**config.mk**
```make
export PLATFORM = sky130hd
export DESIGN_NAME = multibyte_add_seq
export DESIGN_NICKNAME = d
export VERILOG_FILES = /design/src/rtl/multibyte_add_seq.sv
export SDC_FILE = /design/constraint.sdc
export NUM_CORES = 1
export LEC_CHECK = 0
export CAP_MARGIN = 20
export CORE_MARGIN = 2
export CORE_UTILIZATION = 47
export CTS_BUF_LIST = sky130_fd_sc_hd__clkbuf_16
export DETAILED_ROUTE_END_ITERATION = 8
export GPL_TIMING_DRIVEN = 1
export PLACE_DENSITY_LB_ADDON = 0.12
export SLEW_MARGIN = 20
export SYNTH_ARGS = -nofsm -noshare
export SYNTH_HDL_FRONTEND = slang
export SYNTH_SLANG_ARGS = --single-unit
```
**constraint.sdc**
```tcl
create_clock -name clk -period 3.6 [get_ports clk]
set_input_delay 0.9 -clock clk [delete_from_list [all_inputs] [get_ports clk]]
set_output_delay 0.9 -clock clk [all_outputs]
set_load 0.05 [all_outputs]
```
**src/rtl/multibyte_add_seq.sv**
```systemverilog
// rtl/multibyte_add_seq.sv - byte-serial N-byte add sequencer around an external 8-bit adder (optional SUB_EN)
// Define SUB_EN to let in_sub turn an operation into A-B (B inverted, carry-in forced to 1).
module multibyte_add_seq #(
  parameter int NBYTES = 4
) (
  input  logic                  clk,
  input  logic                  rst,
  input  logic                  in_valid,
  output logic                  in_ready,
  input  logic [8*NBYTES-1:0]   in_a,
  input  logic [8*NBYTES-1:0]   in_b,
  input  logic                  in_cin,
  input  logic                  in_sub,
  output logic [7:0]            add_a,
  output logic [7:0]            add_b,
  output logic                  add_cin,
  input  logic [7:0]            add_c,
  input  logic                  add_cout,
  input  logic                  add_sign,
  input  logic                  add_ovf,
  output logic                  out_valid,
  input  logic                  out_ready,
  output logic [8*NBYTES-1:0]   out_sum,
  output logic                  out_cout,
  output logic                  out_ovf,
  output logic                  out_sign,
  output logic                  out_zero
);

  localparam int W  = 8 * NBYTES;
  localparam int IW = (NBYTES > 1) ? $clog2(NBYTES) : 1;
  localparam logic [IW-1:0] LAST = IW'(NBYTES - 1);

  typedef enum logic [1:0] {
    IDLE,
    RUN,
    DONE
  } state_t;

  state_t         state;
  logic [W-1:0]   a_q;
  logic [W-1:0]   b_q;
  logic           cin_q;
  logic           carry_q;
  logic [IW-1:0]  idx;
  logic [W-1:0]   sum_q;
  logic [W-1:0]   sum_next;
  logic [W-1:0]   b_sel;
  logic           cin_sel;

  // Subtraction is A + ~B + 1, so only the latched operands change.
`ifdef SUB_EN
  always_comb begin
    b_sel   = in_sub ? ~in_b : in_b;
    cin_sel = in_sub ? 1'b1 : in_cin;
  end
`else
  logic unused_sub;
  assign unused_sub = in_sub;
  always_comb begin
    b_sel   = in_b;
    cin_sel = in_cin;
  end
`endif

  always_comb begin
    add_a   = '0;
    add_b   = '0;
    add_cin = 1'b0;
    if (state == RUN) begin
      add_a   = a_q[{idx, 3'b000} +: 8];
      add_b   = b_q[{idx, 3'b000} +: 8];
      add_cin = (idx == '0) ? cin_q : carry_q;
    end
  end

  // Result with the current adder byte merged in; the zero flag is taken from this on the last byte.
  always_comb begin
    sum_next = sum_q;
    if (state == RUN) begin
      sum_next[{idx, 3'b000} +: 8] = add_c;
    end
  end

  assign out_sum = sum_q;

  always_ff @(posedge clk) begin
    if (rst) begin
      state     <= IDLE;
      in_ready  <= 1'b1;
      out_valid <= 1'b0;
      a_q       <= '0;
      b_q       <= '0;
      cin_q     <= 1'b0;
      carry_q   <= 1'b0;
      idx       <= '0;
      sum_q     <= '0;
      out_cout  <= 1'b0;
      out_ovf   <= 1'b0;
      out_sign  <= 1'b0;
      out_zero  <= 1'b0;
    end else begin
      case (state)
        IDLE: begin
          if (in_valid && in_ready) begin
            a_q      <= in_a;
            b_q      <= b_sel;
            cin_q    <= cin_sel;
            idx      <= '0;
            in_ready <= 1'b0;
            state    <= RUN;
          end
        end
        RUN: begin
          sum_q   <= sum_next;
          carry_q <= add_cout;
          if (idx == LAST) begin
            out_cout  <= add_cout;
            out_ovf   <= add_ovf;
            out_sign  <= add_sign;
            out_zero  <= ~|sum_next;
            idx       <= '0;
            out_valid <= 1'b1;
            state     <= DONE;
          end else begin
            idx <= idx + 1'b1;
          end
        end
        DONE: begin
          if (out_ready) begin
            out_valid <= 1'b0;
            in_ready  <= 1'b1;
            state     <= IDLE;
          end
        end
        default: begin
          state <= IDLE;
        end
      endcase
    end
  end

endmodule

```
## After elaboration in Yosys (flattened, before gate mapping)

Index checks and enable logic that the tools add are counted.
W data, S select, Z words.

- Bits in registers: 108
- Bits of input ports: 81
- Output and inout port bits: 55
- Word-level logic and storage cells: 58

- $add $sub $neg: 2
- Equality and inequality tests: 6
- Shifts and indexed selects: 4
- Multiplexer cells: 19
- Reduce and logical (&&, ||, !) cells: 14

Operators with widths:

| kind | count |
|---|---|
| $shiftx A32 B6 Y8 | 2 |
| $bwmux W32 | 1 |
| $mux W32 | 1 |
| $reduce_or A32 Y1 | 1 |
| $shift A8 B7 Y32 const A | 1 |
| $shiftx A8 B7 Y32 | 1 |
| $mux W8 | 2 |
| $mux W2 | 5 |
| $reduce_and A3 Y1 | 3 |
| $neg A5 Y7 | 1 |
| $mux W1 | 6 |
| $pmux W2 S3 | 1 |
| $reduce_and A2 Y1 | 3 |
| $reduce_bool A2 Y1 | 3 |
| $eq A2 B2 Y1 const B | 2 |
| $logic_not A2 Y1 | 2 |
| $ne A2 B2 Y1 const B | 2 |
| $pmux W1 S2 | 2 |
| $pmux W2 S2 | 1 |
| $add A2 B1 Y2 const B | 1 |
| $eq A2 B1 Y1 const B | 1 |
| $ne A2 B1 Y1 const B | 1 |
| $logic_and A1 B1 Y1 | 1 |
| $logic_not A1 Y1 | 1 |

## Logic depth before layout (Yosys ltp)

- Depth after elaboration: 6
- Gate-level depth with buffers: 11
- Mapped depth without buffers: 7

## Least setup slack after synthesis

Ideal clock, no wire load.

- Path type: register -> output
- Start point: reg idx[1]
- End point: out add_cin
- Data arrival time: 2,206 ps
- Data required time: 2,700 ps
- Path slack: 494 ps
- Stages on the path, launching flop included: 7
- Path buffers: 2
- Cell sequence: dfxtp_1 clkbuf_1 clkbuf_1 inv_1 ha_1 mux2i_1 nor2_1

- Cells in the longest elaborated chain, start to end: 3

Ends and longest elaborated chain:

| element | RTL line | RTL |
|---|---|---|
| from (decl) | 45 | `logic [IW-1:0] idx;` |
| from (signal assigned) | 126 | `idx <= idx + 1'b1;` |
| $logic_not A2 Y1 | 73 | `add_cin = (idx == '0) ? cin_q : carry_q;` |
| $mux W1 | 73 |  |
| $mux W1 | 70 | `if (state == RUN) begin` |
| to (decl) | 16 | `output logic add_cin,` |

Every way passes these cells.

## Final worst setup path

- Start point: reg idx[0]
- End point: out add_b[6]

- Cells in the longest elaborated chain, start to end: 2

Ends and longest elaborated chain:

| element | RTL line | RTL |
|---|---|---|
| $shiftx A32 B6 Y8 | 72 | `add_b = b_q[{idx, 3'b000} +: 8];` |
| $mux W8 | 70 |  |
| to (decl) | 15 | `output logic [7:0] add_b,` |

Every way passes these cells.

==> flow_summary.yaml <==
outcome:
  status: "finished, final reports clean"
routing:
  vias: 4146
  drt_wl_total_um: 12000
  dr.pass1.iters: 5
  drc: 0
  via_per_inst: 5.24
  initialDrtViolationCount: 199
  routedWlPerCell_um: 15.1
  ant_nets: 0
timing:
  hold_viol_final: 0
  post-route-period-util_pct: 93.3
  rsz0062_at_grt: "no"
  finalSetupViolations: 0
  fmax_mhz: 298
  worst_slew_pin_slew_ns: 0.841
  slew_viol_final: 0
  tns_ns: 0
  slew_headroom_pct: 43.5
  post-route-min-period_ns: 3.36
  clock_skew_ns: 0.00753
finish:
  drive_gt1_share_pct: 9.12
  area_growth_syn_to_layout_pct: 38.4
  seqCellArea_sq_um: 2160
  nFillCells: 868
  multiInputGateArea_sq_um: 2260
  antennaDiodeCount: 0
  fin_nets: 740
  fin_cells: 791
cts:
  postCtsHoldBufs: 0
  cts_tree: "yes"
  worstSkewPairLatency_ns: 0.34
  path_clk_slew_ns: 0.08
  numCtsBuffers: 9
  cts_max_level: 3
  clockBufferDepth: 2
  post_cts.resized_instances: 0
  clockRootBuffer: "clkbuf_16"
  cts.sinks: 108
  cts_setup_buffers: 0
synthesis:
  yosysUniqueCellTypes: 39
  synthTopCellsByArea: "dfxtp_1, nand2_1, a21oi_1, mux4_2, a22oi_1"
  synth_adder_area_share_pct: 1.64
  postSynthCellCount: 535
  synth-seq-cells: 108
  yosys.cell_count.top_type: "nand2_1"
  synth_flop_cell: "dfxtp_1"
  synth_commonest_cells: "nand2_1, dfxtp_1, a21oi_1, nor2_1, a22oi_1"
  ys_warn_count: 0
  syn_area_per_cell_sq_um: 8.57
  synth_top_family_by_area: "simple AND/OR/NAND/NOR gates"
  yosysTopAreaCell: "dfxtp_1"
  synth-xor-area-share_pct: 0
  synthSimpleGateAreaFrac_pct: 23.5
  muxShareOfSynthArea_pct: 8.08
  synth-edff-count: 0
  ys_async_sr_fraction_pct: 0
  syn_area_sq_um: 4580
  yosysSeqAreaShare_pct: 47.2
  synth_nets: 622
  synth_compound_area_share_pct: 15.8
  synth_top_area_share_pct: 47.2
worst_setup_path:
  r2r_cells: 8
  r2r-start: "idx[0]$_SDFFE_PP0P_"
  cp_max_fo: 15
  worst-setup-path-type: "reg -> out"
  required_ns: 2.70
  r2r_setup_slack_ns: 0.79
  start_kind: "flop"
  endpoint_kind: "output pin"
  reg2reg_to: "out_zero$_SDFFE_PP0P_"
  cp.arrival_ns: 2.46
global_routing:
  grt_use_total_pct: 22.7
  grt_pass1_vias: 3869
  grt_max_degree: 110
  antenna_found_initial: 0
  grt_first_pass_wirelength_um: 18800
  overflow: 0
place:
  post-dp-hpwl_um: 8240
  io_buffer_count: 134
  place_inst: 774
  gp_congestion: 0.813
run:
  drv_cap: 0
floorplanning:
  die-area_sq_um: 10600
  core_area_sq_um: 9640
  die_h_um: 103
  die_x_um: 103
  start_util_pct: 47.5
  rows: 36
  io_pins: 136
worst_hold_path:
  worstHoldStart: "a_q[21]$_SDFFE_PP0P_"
  min_path_cells: 2
  hold_path_class: "reg -> reg"
  hold_path_end: "a_q[21]$_SDFFE_PP0P_"
power:
  power_density_nw_per_um2: 425
  p_leak_nw: 2.27
  peakVddDrop_mv: 0.245
[sequential cells by signal, indices dropped and copies added (netlist names)]
| name | cells |
|---|---|
| carry_q | 1 |
| out_zero | 1 |
| out_sum | 32 |
| idx | 2 |
| b_q | 32 |
| cin_q | 1 |
| state | 2 |
| out_sign | 1 |
| out_ovf | 1 |
| out_valid | 1 |
| a_q | 32 |
| out_cout | 1 |
| in_ready | 1 |
[metal layers]
metal	wire length [um]	GRT usage [%]	part of all wire, %	up-vias
met5	0	0	0	-
met4	89	7.49	0.74	0
met3	674	4.00	5.6	8
met2	5690	35.5	48	121
met1	5520	32.0	46	1938
li1	-	-	-	2079
[placed cells by master (no fill, tap or decap), types with 5 or more instances in the layout]
cell             Yosys  final
nand2_1            143    143
clkdlybuf4s50_1      0    127
dfxtp_1            108    107
a21oi_1             76     76
nor2_1              42     42
a22oi_1             30     30
mux4_2              16     16
and2_1              16     16
buf_4                0     16
clkbuf_16            0      9
or4_1                6      6
ha_1                 6      6
inv_1                5      5
nand3b_1             5      5
nand3_1              5      5
[worst max path at each step]
| stage | startpoint | to | slack (ns) | depth (start not counted) |
|---|---|---|---|---|
| after floorplan | idx[1]$_SDFFE_PP0P_ | add_cin | 0.49 | 6 |
| after global placement | idx[0]$_SDFFE_PP0P_ | add_a[5] | 0.56 | 3 |
| after detailed placement | idx[0]$_SDFFE_PP0P_ | add_b[6] | 0.57 | 3 |
| after CTS | idx[0]$_SDFFE_PP0P_ | add_b[6] | 0.20 | 3 |
| after global routing | idx[0]$_SDFFE_PP0P_ | add_a[7] | 0.10 | 3 |
| final | idx[0]$_SDFFE_PP0P_ | add_b[6] | 0.24 | 3 |
[logic make-up (layout without fill, tap and decap cells)]
group | Yosys count | count (layout)
mux | 17 | 17
compound gates | 122 | 122
fa+ha+maj | 6 | 6
simple gates | 239 | 239
buf+inv | 43 | 166
flops | 108 | 108
[metrics by stage]
stage	area, sq um	hold slack [ns]	setup WS [ns]	util (%)	power, W
floorplan	4580	0.433	0.494	-	0.00156
global placement	6020	0.439	0.556	62.4	0.00173
detailed placement	6020	0.444	0.575	62.4	0.00174
CTS	6320	0.454	0.198	65.5	0.00272
global route	6340	0.474	0.100	65.8	0.00281
finish	6340	0.453	0.240	65.8	0.00270
[area by class of cell]
type / count / share of cell area, %
repair buffers: 145 / 22.7
inverters: 5 / 0.296
multi-input cells: 384 / 35.6
well taps: 133 / 2.62
clock inverters: 7 / 1.16
flip-flops and latches: 108 / 34.1
clock buffers: 9 / 3.55
[power breakdown]
| group | leakage, nW | switching (W) | internal, W |
|---|---|---|---|
| sequential | 0.880 | 0.0000415 | 0.00125 |
| clock | 0.148 | 0.000442 | 0.000544 |
| combinational | 1.25 | 0.000222 | 0.000197 |
[critical path, stage by stage, from the launching register on]
cell	delay [ns]
dfxtp_2	0.68
mux4_2	0.57
and2_1	0.17
clkdlybuf4s50_1	0.69
No activity file was read; power rests on OpenSTA's default activity.
